--- config.mk ---
export PLATFORM = sky130hd
export DESIGN_NAME = remote_cmd_link
export DESIGN_NICKNAME = d
export VERILOG_FILES = /design/src/rtl/remote_cmd_link_pkg.sv /design/src/rtl/remote_cmd_link_uart.sv /design/src/rtl/remote_cmd_link.sv
export SDC_FILE = /design/constraint.sdc
export NUM_CORES = 1
export LEC_CHECK = 0
export ABC_AREA = 1
export CORE_MARGIN = 2
export CORE_UTILIZATION = 59
export DETAILED_ROUTE_END_ITERATION = 6
export PLACE_DENSITY_LB_ADDON = 0.3
export SYNTH_ARGS = -nofsm -noshare
export SYNTH_HDL_FRONTEND = slang
export SYNTH_SLANG_ARGS = --single-unit
--- constraint.sdc ---
create_clock -name clk -period 2.64 [get_ports clk]
set_clock_uncertainty 0.1 [all_clocks]
set_input_delay 0.264 -clock clk [delete_from_list [all_inputs] [get_ports clk]]
set_output_delay 0.264 -clock clk [all_outputs]
set_load 0.01 [all_outputs]
--- src/rtl/remote_cmd_link_pkg.sv ---
// Shared types and defaults for the remote command link.
package remote_cmd_link_pkg;

    localparam int unsigned BYTE_W           = 8;
    localparam int unsigned DEF_BAUD_DIV     = 2604;
    localparam int unsigned DEF_RESP_TIMEOUT = 50000;

    typedef enum logic [2:0] {
        IDLE,
        LOAD,
        SEND,
        WAIT_TX,
        WAIT_RESP
    } link_state_t;

endpackage

--- src/rtl/remote_cmd_link_uart.sv ---
// uart_core: 8N1 transmitter and receiver at BAUD_DIV clocks per bit.
// tx_done pulses for one cycle after the stop bit; rx_rdy holds until clr_rx_rdy.
module uart_core
    import remote_cmd_link_pkg::*;
#(
    parameter int unsigned BAUD_DIV = DEF_BAUD_DIV
)(
    input  logic              clk,
    input  logic              rst_n,
    input  logic              trmt,
    input  logic [BYTE_W-1:0] tx_data,
    output logic              tx_done,
    output logic              TX,
    input  logic              RX,
    input  logic              clr_rx_rdy,
    output logic              rx_rdy,
    output logic [BYTE_W-1:0] rx_data
);

    localparam int unsigned BAUD_W = $clog2(BAUD_DIV);
    localparam logic [BAUD_W-1:0] FULL = BAUD_W'(BAUD_DIV - 1);
    localparam logic [BAUD_W-1:0] HALF = BAUD_W'(BAUD_DIV / 2 - 1);

    logic              tx_busy_q, tx_done_q;
    logic [9:0]        tx_shift_q;
    logic [BAUD_W-1:0] tx_cnt_q;
    logic [3:0]        tx_bit_q;

    logic              rx_s1_q, rx_s2_q, rx_busy_q, rx_rdy_q;
    logic [BAUD_W-1:0] rx_cnt_q;
    logic [3:0]        rx_bit_q;
    logic [BYTE_W-1:0] rx_shift_q, rx_data_q;

    always_ff @(posedge clk) begin
        if (!rst_n) begin
            tx_busy_q  <= 1'b0;
            tx_done_q  <= 1'b0;
            tx_shift_q <= '1;
            tx_cnt_q   <= '0;
            tx_bit_q   <= '0;
        end else begin
            tx_done_q <= 1'b0;
            if (!tx_busy_q) begin
                if (trmt) begin
                    tx_busy_q  <= 1'b1;
                    tx_shift_q <= {1'b1, tx_data, 1'b0};
                    tx_cnt_q   <= FULL;
                    tx_bit_q   <= '0;
                end
            end else if (tx_cnt_q != '0) begin
                tx_cnt_q <= tx_cnt_q - BAUD_W'(1);
            end else begin
                tx_cnt_q   <= FULL;
                tx_shift_q <= {1'b1, tx_shift_q[9:1]};
                tx_bit_q   <= tx_bit_q + 4'd1;
                if (tx_bit_q == 4'd9) begin
                    tx_busy_q <= 1'b0;
                    tx_done_q <= 1'b1;
                end
            end
        end
    end

    // The half-bit first count lands every later sample near mid-bit.
    always_ff @(posedge clk) begin
        if (!rst_n) begin
            rx_s1_q    <= 1'b1;
            rx_s2_q    <= 1'b1;
            rx_busy_q  <= 1'b0;
            rx_rdy_q   <= 1'b0;
            rx_cnt_q   <= '0;
            rx_bit_q   <= '0;
            rx_shift_q <= '0;
            rx_data_q  <= '0;
        end else begin
            rx_s1_q <= RX;
            rx_s2_q <= rx_s1_q;
            if (clr_rx_rdy) begin
                rx_rdy_q <= 1'b0;
            end
            if (!rx_busy_q) begin
                if (!rx_s2_q) begin
                    rx_busy_q <= 1'b1;
                    rx_cnt_q  <= HALF;
                    rx_bit_q  <= '0;
                end
            end else if (rx_cnt_q != '0) begin
                rx_cnt_q <= rx_cnt_q - BAUD_W'(1);
            end else begin
                rx_cnt_q <= FULL;
                rx_bit_q <= rx_bit_q + 4'd1;
                if (rx_bit_q == 4'd0) begin
                    if (rx_s2_q) begin
                        rx_busy_q <= 1'b0;
                    end
                end else if (rx_bit_q == 4'd9) begin
                    rx_busy_q <= 1'b0;
                    if (rx_s2_q) begin
                        rx_data_q <= rx_shift_q;
                        rx_rdy_q  <= 1'b1;
                    end
                end else begin
                    rx_shift_q <= {rx_s2_q, rx_shift_q[BYTE_W-1:1]};
                end
            end
        end
    end

    assign TX      = tx_busy_q ? tx_shift_q[0] : 1'b1;
    assign tx_done = tx_done_q;
    assign rx_rdy  = rx_rdy_q;
    assign rx_data = rx_data_q;

endmodule

--- src/rtl/remote_cmd_link.sv ---
// Host command link: sends a CMD_BYTES command MSB byte first, then waits for a 1-byte reply.
// Optional resend-on-timeout is enabled by defining REMOTE_CMD_LINK_RETRY_EN.
module remote_cmd_link
    import remote_cmd_link_pkg::*;
#(
    parameter int unsigned CMD_BYTES    = 2,
    parameter int unsigned BAUD_DIV     = DEF_BAUD_DIV,
    parameter int unsigned RESP_TIMEOUT = DEF_RESP_TIMEOUT,
    parameter int unsigned MAX_RETRIES  = 2,
    localparam int unsigned RC_W  = (MAX_RETRIES > 0) ? $clog2(MAX_RETRIES + 1) : 1,
    localparam int unsigned CMD_W = BYTE_W * CMD_BYTES
)(
    input  logic              clk,
    input  logic              rst_n,
    input  logic              send_cmd,
    input  logic [CMD_W-1:0]  cmd,
    input  logic              RX,
    output logic              TX,
    output logic [BYTE_W-1:0] resp,
    output logic              resp_rdy,
    output logic              cmd_sent,
    output logic              busy,
    output logic              timeout_err,
    output logic [RC_W-1:0]   retry_cnt
);

    localparam int unsigned TMR_W = $clog2(RESP_TIMEOUT);
    localparam int unsigned IDX_W = (CMD_BYTES > 1) ? $clog2(CMD_BYTES) : 1;

    link_state_t       state_q, state_d;
    logic [CMD_W-1:0]  cmd_hold_q, cmd_hold_d, shift_q, shift_d;
    logic [IDX_W-1:0]  idx_q, idx_d;
    logic [TMR_W-1:0]  timer_q, timer_d;
    logic [BYTE_W-1:0] resp_q, resp_d;
    logic              resp_rdy_q, resp_rdy_d;
    logic              cmd_sent_q, cmd_sent_d;
    logic              terr_q, terr_d;
    logic              trmt, tx_done, rx_rdy, clr_rx_rdy;
    logic [BYTE_W-1:0] rx_data;
`ifdef REMOTE_CMD_LINK_RETRY_EN
    logic [RC_W-1:0]   retry_q, retry_d;
`endif

    uart_core #(.BAUD_DIV(BAUD_DIV)) u_uart (
        .clk        (clk),
        .rst_n      (rst_n),
        .trmt       (trmt),
        .tx_data    (shift_q[CMD_W-1 -: BYTE_W]),
        .tx_done    (tx_done),
        .TX         (TX),
        .RX         (RX),
        .clr_rx_rdy (clr_rx_rdy),
        .rx_rdy     (rx_rdy),
        .rx_data    (rx_data)
    );

    always_ff @(posedge clk) begin
        if (!rst_n) begin
            state_q    <= IDLE;
            cmd_hold_q <= '0;
            shift_q    <= '0;
            idx_q      <= '0;
            timer_q    <= '0;
            resp_q     <= '0;
            resp_rdy_q <= 1'b0;
            cmd_sent_q <= 1'b0;
            terr_q     <= 1'b0;
`ifdef REMOTE_CMD_LINK_RETRY_EN
            retry_q    <= '0;
`endif
        end else begin
            state_q    <= state_d;
            cmd_hold_q <= cmd_hold_d;
            shift_q    <= shift_d;
            idx_q      <= idx_d;
            timer_q    <= timer_d;
            resp_q     <= resp_d;
            resp_rdy_q <= resp_rdy_d;
            cmd_sent_q <= cmd_sent_d;
            terr_q     <= terr_d;
`ifdef REMOTE_CMD_LINK_RETRY_EN
            retry_q    <= retry_d;
`endif
        end
    end

    always_comb begin
        state_d    = state_q;
        cmd_hold_d = cmd_hold_q;
        shift_d    = shift_q;
        idx_d      = idx_q;
        timer_d    = timer_q;
        resp_d     = resp_q;
        resp_rdy_d = resp_rdy_q;
        cmd_sent_d = cmd_sent_q;
        terr_d     = terr_q;
        trmt       = 1'b0;
        clr_rx_rdy = 1'b0;
`ifdef REMOTE_CMD_LINK_RETRY_EN
        retry_d    = retry_q;
`endif
        case (state_q)
            IDLE: begin
                if (send_cmd) begin
                    cmd_hold_d = cmd;
                    shift_d    = cmd;
                    idx_d      = '0;
                    resp_rdy_d = 1'b0;
                    cmd_sent_d = 1'b0;
                    terr_d     = 1'b0;
`ifdef REMOTE_CMD_LINK_RETRY_EN
                    retry_d    = '0;
`endif
                    state_d    = LOAD;
                end else if (rx_rdy) begin
                    resp_d     = rx_data;
                    resp_rdy_d = 1'b1;
                    clr_rx_rdy = 1'b1;
                end
            end
            // Reloading from cmd_hold makes a resend identical to the first attempt.
            LOAD: begin
                shift_d = cmd_hold_q;
                idx_d   = '0;
                state_d = SEND;
            end
            SEND: begin
                trmt    = 1'b1;
                state_d = WAIT_TX;
            end
            WAIT_TX: begin
                if (tx_done) begin
                    if (idx_q != IDX_W'(CMD_BYTES - 1)) begin
                        shift_d = shift_q << BYTE_W;
                        idx_d   = idx_q + IDX_W'(1);
                        state_d = SEND;
                    end else begin
                        cmd_sent_d = 1'b1;
                        timer_d    = '0;
                        clr_rx_rdy = 1'b1;
                        state_d    = WAIT_RESP;
                    end
                end
            end
            WAIT_RESP: begin
                timer_d = timer_q + TMR_W'(1);
                if (rx_rdy) begin
                    resp_d     = rx_data;
                    resp_rdy_d = 1'b1;
                    clr_rx_rdy = 1'b1;
                    state_d    = IDLE;
                end else if (timer_q == TMR_W'(RESP_TIMEOUT - 1)) begin
`ifdef REMOTE_CMD_LINK_RETRY_EN
                    if (retry_q < RC_W'(MAX_RETRIES)) begin
                        retry_d = retry_q + RC_W'(1);
                        state_d = LOAD;
                    end else begin
                        terr_d  = 1'b1;
                        state_d = IDLE;
                    end
`else
                    terr_d  = 1'b1;
                    state_d = IDLE;
`endif
                end
            end
            default: state_d = IDLE;
        endcase
    end

    assign resp        = resp_q;
    assign resp_rdy    = resp_rdy_q;
    assign cmd_sent    = cmd_sent_q;
    assign busy        = (state_q != IDLE);
    assign timeout_err = terr_q;
`ifdef REMOTE_CMD_LINK_RETRY_EN
    assign retry_cnt   = retry_q;
`else
    assign retry_cnt   = '0;
`endif

endmodule

Word level (Yosys, flattened, before mapping)
Cells that the tools add are included.
{"block": "word_totals", "regBits": 127, "inputBits": 20, "output_inout_bits": 15, "elab_cells": 141}
{"block": "op_classes", "addsub": 6, "n_eq_ne": 18, "n_mux": 67, "n_bitwise": 5, "n_reduce_logical": 23}
{"op": "16-bit 2-to-1 mux", "n": 5}
{"op": "12-bit 2-to-1 mux", "n": 6}
{"op": "16-bit one-hot mux with 3 select lines", "n": 1}
{"op": "16-bit one-hot mux with 2 select lines", "n": 1}
{"op": "1-bit 2-to-1 mux", "n": 31}
{"op": "10-bit 2-to-1 mux", "n": 3}
{"op": "4-bit 2-to-1 mux", "n": 6}
{"op": "12-bit nonzero test", "n": 2}
{"op": "12-bit by 1-bit subtractor with 12-bit output, second input constant", "n": 2}
{"op": "2-bit != test, second input constant", "n": 9}
{"op": "16-bit by 1-bit adder with 16-bit output, second input constant", "n": 1}
{"op": "16-bit equality test, second input constant", "n": 1}
{"op": "8-bit 2-to-1 mux", "n": 2}
{"op": "8-bit one-hot mux with 2 select lines", "n": 1}
{"op": "4-bit AND reduction", "n": 4}
{"op": "3-bit 2-to-1 mux", "n": 5}
{"op": "3-bit one-hot mux with 5 select lines", "n": 1}
{"op": "3-bit AND reduction", "n": 3}
{"op": "4-bit by 1-bit adder with 4-bit output, second input constant", "n": 2}
{"op": "4-bit equality test, second input constant", "n": 2}
{"op": "2-bit AND reduction", "n": 4}
{"op": "2-bit nonzero test", "n": 4}
{"op": "3-bit by 2-bit equality test with 1-bit output, second input constant", "n": 2}
{"op": "1-bit one-hot mux with 2 select lines", "n": 3}
{"op": "12 further kinds", "n": 18}

Longest topological paths before layout
Gate-level depths: netlist (run 1).
{"block": "depth", "ltp_word": 9, "ltp_mapped": 11, "ltp_nobuf": 10}

Hierarchy
From an unflattened synthesis (run 1), not the netlist that was laid out.
{"block": "hier_totals", "cells_unflattened": 902, "hier_area_um2": 6202.2}
{"module": "uart_core", "n_inst": 1, "cells_each": 467, "area_each_um2": 3229.3, "seq_area_each_um2": 1261.2}
{"module": "remote_cmd_link", "n_inst": 1, "cells_each": 435, "area_each_um2": 2972.9, "seq_area_each_um2": 1261.2}

Worst setup path after synthesis (run 1)
Ideal clock, no wire load.
{"block": "synth_timing", "path_type": "register to register", "from": "reg u_uart.rx_cnt_q[0]", "to": "reg u_uart.rx_data_q[1] (netlist: u_uart.rx_data[1])", "setup_ps": 113, "arrival_ps": 1460, "required_time_ps": 2427, "path_slack_ps": 967, "path_stages_with_launch": 11, "path_buffers": 1, "period_less_slack_ps": 1673, "cell_sequence": "dfxtp_1 > inv_1 > ha_1 > inv_1 > nor3_1 > nand3_4 > clkinv_2 > nand2_4 > buf_6 > nor2_1 > nor2_1"}
{"block": "synth_via", "elab_chain_cells": 3}
{"element": "start: declaration", "line": "remote_cmd_link_uart.sv:30", "text": "logic [BAUD_W-1:0] rx_cnt_q;"}
{"element": "start signal: assignment", "line": "remote_cmd_link_uart.sv:88", "text": "rx_cnt_q <= rx_cnt_q - BAUD_W'(1);"}
{"element": "12-bit nonzero test", "line": "remote_cmd_link_uart.sv:87", "text": "end else if (rx_cnt_q != '0) begin"}
{"element": "1-bit inverter (no line)"}
{"element": "5-bit AND reduction (no line)"}
{"element": "end signal: assignment", "line": "remote_cmd_link_uart.sv:99", "text": "rx_data_q <= rx_shift_q;"}
{"element": "end: declaration", "line": "remote_cmd_link_uart.sv:32", "text": "logic [BYTE_W-1:0] rx_shift_q, rx_data_q;"}
No other way between the ends.
A chain may end at the register's enable or synchronous reset.

Final worst setup path (run 1)
{"block": "layout_timing", "from": "reg u_uart.tx_busy_q", "to": "out TX"}
{"block": "layout_via", "elab_chain_cells": 1}
{"element": "start: declaration", "line": "remote_cmd_link_uart.sv:24", "text": "logic tx_busy_q, tx_done_q;"}
{"element": "start signal: assignment", "line": "remote_cmd_link_uart.sv:36", "text": "tx_busy_q <= 1'b0;"}
{"element": "start signal: assignment", "line": "remote_cmd_link_uart.sv:45", "text": "tx_busy_q <= 1'b1;"}
{"element": "start signal: assignment", "line": "remote_cmd_link_uart.sv:57", "text": "tx_busy_q <= 1'b0;"}
{"element": "1-bit 2-to-1 mux", "line": "remote_cmd_link_uart.sv:109", "text": "assign TX = tx_busy_q ? tx_shift_q[0] : 1'b1;"}
{"element": "end: declaration", "line": "remote_cmd_link.sv:18", "text": "output logic TX,"}
No other way between the ends.

==> results of run 1 <==
[synthesized netlist by cell type, types with 3 or more instances]
master    number  share of area
nand2_1      237           0.14
nor2_1       166           0.10
dfxtp_1      126           0.40
inv_1         89          0.054
a21oi_1       62          0.050
nand3_1       62          0.050
o21ai_0       53          0.043
nand4_1       18          0.018
clkbuf_1      16         0.0096
ha_1          10          0.020
a22oi_1        9          0.011
nor3_1         8         0.0064
xor2_1         8          0.011
buf_6          6          0.011
inv_2          6         0.0036
buf_2          5         0.0040
nor2_2         5         0.0050
nor2_4         5         0.0090
o211ai_1       5         0.0060
buf_4          4         0.0048
nand2_4        4         0.0072
or2_2          4         0.0040
nand2_2        3         0.0030
o21bai_1       3         0.0036
[cell type report]
class	instances	area (um^2)	share of cell area
repair buffers	41	383	0.0531
multi-input cells	676	3170	0.439
inverters	98	374	0.0519
clock buffers	19	432	0.0598
flip-flops and latches	126	2520	0.350
clock inverters	13	164	0.0227
well taps	136	170	0.0236
[power groups by stage]
stage | clock network (mW) | logic [mW] | registers, mW
after global placement | 0 | 1.13 | 2.26
after CTS | 2.37 | 1.17 | 2.23
after detailed placement | 0 | 1.15 | 2.26
after floorplan | 0 | 0.965 | 2.23
after global routing | 2.46 | 1.36 | 2.25
final | 2.33 | 1.17 | 2.23
[per-layer routing]
layer	up-vias	track usage
met5	-	0
met4	0	0.0928
met3	23	0.0578
met2	118	0.414
met1	2560	0.315
li1	3033	-
[timing repair]
action | 4_1_cts | 5_1_grt
setup buffers | 0 | 1
hold buffers | 0 | 0
setup endpoints to repair | 0 | 1
resized for setup | 0 | 1
[per-stage QoR]
| stage | setup WS (ns) | util | instances | total power [mW] |
|---|---|---|---|---|
| 2_1_floorplan | 0.967 | - | 931 | 3.19 |
| 6_report | 0.223 | 0.702 | 1109 | 5.73 |
| 3_5_place_dp | 0.666 | 0.643 | 1076 | 3.41 |
| 3_3_place_gp | 0.700 | 0.643 | 1076 | 3.39 |
| 5_1_grt | 0.129 | 0.702 | 1109 | 6.07 |
| 4_1_cts | 0.0974 | 0.701 | 1108 | 5.76 |
[sequential cells by signal, summed over array words and instances, names as in the netlist, 3 cells and up]
name               cells
u_uart.rx_shift_q      8
cmd_hold_q            16
u_uart.tx_bit_q        4
u_uart.rx_data         8
u_uart.rx_cnt_q       12
u_uart.tx_cnt_q       12
state_q                3
resp                   8
u_uart.tx_shift_q      9
shift_q               16
timer_q               16
u_uart.rx_bit_q        4
[placed cells by master (no fill, tap or decap), drive strengths merged]
master and count:
nand2 244, nor2 176, dfxtp 126, inv 96, nand3 65, a21oi 62
o21ai 54, clkdlybuf4s50 31, clkbuf 19, nand4 18, ha 10, buf 10
a22oi 9, clkinv 9, xor2 8, nor3 8, o211ai 5, or2 4
o21bai 3, clkinvlp 3, bufinv 3, nand3b 2, and2 2, o22ai 2
conb 2, a31o 1, xnor2 1
[kinds of logic after synthesis]
logic type / Yosys count
compound gates: 136
fa+ha+maj: 10
other cells: 1
buf+inv: 129
xor+xnor: 9
simple gates: 519
flops: 126
[worst max-delay path: cells and delay by family, from the launching register on]
family                 cells  cell delay (ns)
AND/OR/NAND/NOR            1             0.28
flip-flops                 1             0.59
buffers and inverters      2             0.66
[path summary, 6_finish.rpt]
kind                                  startpoint                  end  slack (ns)
worst max-delay path            u_uart.tx_busy_q                   TX        0.22
worst min-delay path                          RX       u_uart.rx_s1_q        0.22
worst max register to register  u_uart.tx_busy_q  u_uart.tx_cnt_q[11]        0.60
worst min register to register           resp[2]              resp[2]        0.34
==> summary.md, run 1 <==
| Metric | Value |
|---|---|
| Status | finished, final reports clean |
| Sequential area share after synthesis | 0.404 |
| Hold Path Depth | 2 |
| Compound-Gate Fraction of Synth Area | 0.119 |
| Primary FF master, synth | dfxtp_1 |
| Reg power frac | 0.389 |
| Required @ worst endpoint | between 2 and 2.5 ns |
| Setup TNS | 0 ns |
| Crit path launch type | flip-flop |
| Final Hold Viols | 0 |
| Period minus WS final | ~2.4 ns |
| Initial Utilization | 0.607 |
| Worst VDD drop | roughly 0.56 mV |
| Asr flop ratio synth | 0 |
| # diodes | 0 |
| Total GRT Usage | 0.249 |
| Initial antenna violation count | 0 |
| CP max stage delay | 0.59 ns |
| Synthesized flop and latch total | 126 |
| Max clock buf depth | 2 |
| CP Capture Type | output port |
| Sw frac | 0.306 |
| Routed wl met2 | 6190 um |
| Post-synthesis mux area share | 0 |
| Logic pwr share | 0.205 |
| Cts bufs inserted | 17 |
| Worst hold slack | around 0.22 ns |
| Finish-stage setup viols | 0 |
| Metal3 WL | slightly below 600 um |
| Grt total ovfl | 0 |
| Max Cap Violations | 0 |
| Tightest Pin Transition | roughly 0.84 ns |
| Yosys cell types | 35 |
| Vias | between 5,000 and 6,000 |
| Min-delay worst type | input port to flip-flop |
| Ports | 35 |
| ANT nets after route | 0 |
| Area delta synth->final | 15.6% |
| Ratio of cells with drive above 1 in the final layout | 0.0781 |
| Buffers added on ports | 32 |
| Arrival time at the worst endpoint | roughly 2.1 ns |
| Clock power frac | 0.406 |
| TritonCTS Sinks | ~130 |
| Cell Area, Synth | roughly 0.0062 mm^2 |
| Clock-pin slew on the worst setup and hold paths | about 0.06 ns |
| Worst Setup Path Type | flip-flop to output port |
| Largest net degree at the start of global routing | 78 |
| GPL Wtd Cong | 0.952 |
| Slew headroom | 0.437 |
| Top Layer Used | met4 |
| P_int | roughly 4 mW |
| Ys Warns | 0 |
| Final instance area | roughly 0.0072 mm^2 |
| Xor and xnor area share after synthesis | 0.0126 |
| Placed wire-length estimate | ~8600 um |
| Global-route wire length before repair | around 23,000 um |
| Critical path's slowest cell | dfxtp_1 |
| Die X-Extent | 107 um |
| CTS Root Cell | clkbuf_8 |
| H-tree lvl count | 4 |
| Peak fanout along the critical path | 12 |
| Crit share post-route | 0.916 |
| Power density cells | 795 mW/mm^2 |
| Unrepaired setup endpoints after global routing | no |
| WL met1 | between 6000 and 7000 um |
| Mean Syn Cell Area | 6.71 um^2 |
| # DRC | 0 |
| Cell count of the worst reg-to-reg path | 8 |
| Placed inst area | ~0.0066 mm^2 |
| Post-synthesis simple-gate area fraction | 0.355 |
| Average wire per standard cell | between 10 and 15 um |
| Total routed wirelength | between 10,000 and 15,000 um |
| DR vias/cell | 5.17 |
| Core ar. | ~0.010 mm^2 |
| Die height | 107 um |
| DR iter-0 viols | 334 |
| CTS tree | done |
| Largest family of logic cells by synthesized area | simple AND/OR/NAND/NOR gates |
| Post-Synth Adder-Cell Area | 0.0200 |
| Number of global-route vias before repair | ~5,200 |
| Num rows | 37 |
| Fin nets | 990 |
| Max Clk Rate | 414 MHz |
| Die ar. | about 0.011 mm^2 |
| Pleak | approximately 3.3 nW |
| Fin. max-slew vios | 0 |
| Fillcell total | 891 |
| Syn Inst Count | 930 |
| Post-synth EDFFs | 0 |
| NetSw | 1.76 mW |
| DR pass1 iterations | 5 |
| Clock Latency Late Sink | approximately 0.53 ns |
| Worst path cell trace | clkinvlp_4, or2_2, clkdlybuf4s50_1 |
No activity file was read; power rests on OpenSTA's default activity.
==> inputs of run 2 (changes only) <==
- CORE_UTILIZATION: 59 -> 54
- clock period: 2.64 -> 2.1 ns (I/O delays scaled with it)
==> run 2 against run 1 <==
Combinational power rose by 31%. Clock-buffer cell count rose by 2. Via count rose by 0.51%. Global-route usage fell by 2.1 points. Hold slack got worse by 0.11 ns. Cell count rose by 0.81%. Die area rose by 8.9%.
==> summary.md, run 2 (same netlist as run 1, synthesis figures left out) <==
| Metric | Value |
|---|---|
| Number of global-route vias before repair | 5,113 (-2.5%) |
| Max Clk Rate | ~500 MHz |
| Critical path origin | state_q[1] |
| Logic pwr share | 0.209 (+0.004) |
| Worst Setup Path Type | flip-flop to output port |
| Initial Utilization | 0.549 (-0.0583) |
| Required @ worst endpoint | 1.79 ns (-0.49 ns) |
| Finished Layout Cells | 1,118 (+0.81%) |
| TritonCTS Sinks | 126 (unchanged) |
| Most common library cell in the layout ignoring fill and taps | nand2_1 |
| NetSw | 2.19 mW (+25%) |
| H-tree lvl count | 4 (unchanged) |
| DR vias/cell | 5.15 (-0.30%) |
| Clock-pin slew on the worst setup and hold paths | 0.05 ns (about the same) |
| Peak fanout along the critical path | 6 (-6) |
| Pleak | 3.28 nW (+0.61%) |
| Setup TNS | 0 ns (unchanged) |
| Ratio of cells with drive above 1 in the final layout | 0.0821 (+0.00394) |
| Arrival time at the worst endpoint | 1.65 ns (-0.40 ns) |
| Post-CTS Setup Bufs | 0 (unchanged) |
| Max clock buf depth | 2 (unchanged) |
| Vias | 5,763 (+0.51%) |
| Largest net degree at the start of global routing | 59 (-24%) |
| Slew headroom | 0.550 (+0.113) |
| Final Hold Viols | 0 (unchanged) |
| Unrepaired setup endpoints after global routing | no |
| Finish-stage setup viols | 0 (unchanged) |
| Crit path launch type | flip-flop |
| CTS tree | done |
| Setup ws final | 0.142 ns (-0.0810 ns) |
| ANT nets after route | 0 (unchanged) |
| Sw frac | 0.300 (-0.00600) |
| Fin. max-slew vios | 0 (unchanged) |
| Total GRT Usage | 0.228 (-0.0207) |
| Die X-Extent | 112 um (+4.4%) |
| DR iter-0 viols | 258 (-23%) |
| Fillcell total | 1,075 (+21%) |
| CP Capture Type | output port |
| Initial antenna violation count | 0 (unchanged) |
| Period minus WS final | 1.96 ns |
| Top Family by Delay on Critical Path | buffers and inverters |
| Status | finished, final reports clean |
| Tightest Pin Transition | 0.675 ns (-0.169 ns) |
| Buffers added on ports | 32 (unchanged) |
| Placed wire-length estimate | 8960 um (+4.4%) |
| Post-Place Setup Slack | 0.212 ns (-0.454 ns) |
| Grt total ovfl | 0 (unchanged) |
| # diodes | 0 (unchanged) |
| Fin nets | 992 (+0.20%) |
| Worst VDD drop | 0.731 mV (+31%) |
| Num rows | 39 (+5.4%) |
| R2R setup slack | 0.26 ns (-0.34 ns) |
| GPL Wtd Cong | 0.871 (-8.4%) |
| Core ar. | 0.0114 mm^2 (+11%) |
| Max Cap Violations | 0 (unchanged) |
| Worst setup path endpoint | busy |
| Worst path cell trace | nor2_4, nand2_4, clkdlybuf4s50_1 |
| Die ar. | 0.0124 mm^2 (+8.9%) |
| Crit share post-route | 0.932 |
| Die height | 112 um (+4.4%) |
| Cts bufs inserted | 17 (unchanged) |
| DR pass1 iterations | 4 (-1) |
| Ports | 35 (unchanged) |
| Buf/Inv on CP | 1 (-1) |
| # DRC | 0 (unchanged) |
| CP max stage delay | 0.52 ns (-0.07 ns) |
| Critical path's slowest cell | clkdlybuf4s50_1 |
| WP depth | 3 (unchanged) |
| Global-route wire length before repair | 23,300 um (+0.69%) |
| Area delta synth->final | 16.5% |
| FF-to-FF Start | u_uart.rx_cnt_q[0] |
| Min-delay worst type | input port to flip-flop |
| RR Endpoint | u_uart.rx_shift_q[5] |
| Average wire per standard cell | 12.0 um (+0.76%) |
| Most frequent cells in the layout | nand2_1 (237), nor2_1 (166), dfxtp_1 (123), inv_1 (89) |
| Power density cells | 1000 mW/mm^2 (+26%) |
| Clock power frac | 0.407 (about the same) |
| Cells after DPL | 1,086 (+0.93%) |
| Total routed wirelength | 13,400 um (+1.6%) |
| Cell count of the worst reg-to-reg path | 9 (+1) |
| Final core occ | 0.640 (-0.0623) |
| Reg power frac | 0.383 (-0.006) |
| CTS Root Cell | clkbuf_16 |
| Clock Latency Late Sink | 0.43 ns (-0.10 ns) |
| Top Registers | cmd_hold_q x16, shift_q x16, timer_q x16 |
| P_int | 5.11 mW (+29%) |
==> run 2: cell types whose count changed in the layout (fill, tap and decap cells not counted), sizes merged <==
cell,previous run,this run
buf,10,12
clkbuf,19,21
clkinv,9,7
clkinvlp,3,4
inv,96,95
==> run 2: worst min-delay path by stage <==
stage / start / to / cells after the start / slack, ns
6_report: rst_n / u_uart.rx_data[6] / 3 / 0.10
5_1_grt: rst_n / u_uart.rx_data[5] / 3 / 0.12
4_1_cts: rst_n / u_uart.rx_cnt_q[3] / 3 / 0.09
3_5_place_dp: u_uart.rx_s1_q / u_uart.rx_s2_q / 1 / 0.31
3_3_place_gp: u_uart.rx_s1_q / u_uart.rx_s2_q / 1 / 0.30
2_1_floorplan: RX / u_uart.rx_s1_q / 1 / 0.22
==> run 2: timing repair <==
item	in CTS	in global routing
resized for setup	0	4
setup endpoints to repair	0	4
endpoints found under the hold margin	0	0
hold buffers	0	0
==> run 2: layer usage <==
layer / vias up / track usage / part of all wire
li1: 3030 / - / -
met1: 2579 / 0.297 / 0.48
met5: - / 0 / 0
met3: 20 / 0.0615 / 0.052
met2: 134 / 0.364 / 0.45
met4: 0 / 0.0881 / 0.017
==> run 2: power by group through the flow <==
stage          Sequential [mW]  Combinational (mW)  Clock [mW]
2_1_floorplan             2.80                1.21           0
3_3_place_gp              2.84                1.48           0
3_5_place_dp              2.84                1.51           0
4_1_cts                   2.80                1.52        3.02
5_1_grt                   2.83                1.77        3.15
6_report                  2.80                1.53        2.97
==> run 2: worst min-delay path: stages <==
cell     delay, ns
buf_2         0.23
nand2_1       0.11
nor2_1        0.03
==> run 2: layout make-up <==
cell class / count / area (um^2) / area share
clock inverter: 11 / 140 / 0.0193
tap: 143 / 179 / 0.0246
multi-input combinational: 676 / 3170 / 0.436
clock buffer: 21 / 460 / 0.0633
inverter: 98 / 370 / 0.0509
sequential: 126 / 2530 / 0.347
timing repair buffer: 43 / 423 / 0.0581
==> run 2: stage by stage <==
step / hold slack (ns) / power (mW) / area (um^2)
CTS: 0.0918 / 7.34 / 7260
global placement: 0.302 / 4.32 / 6660
finish: 0.103 / 7.30 / 7270
detailed placement: 0.313 / 4.35 / 6660
floorplan: 0.217 / 4.01 / 6240
global route: 0.122 / 7.74 / 7270
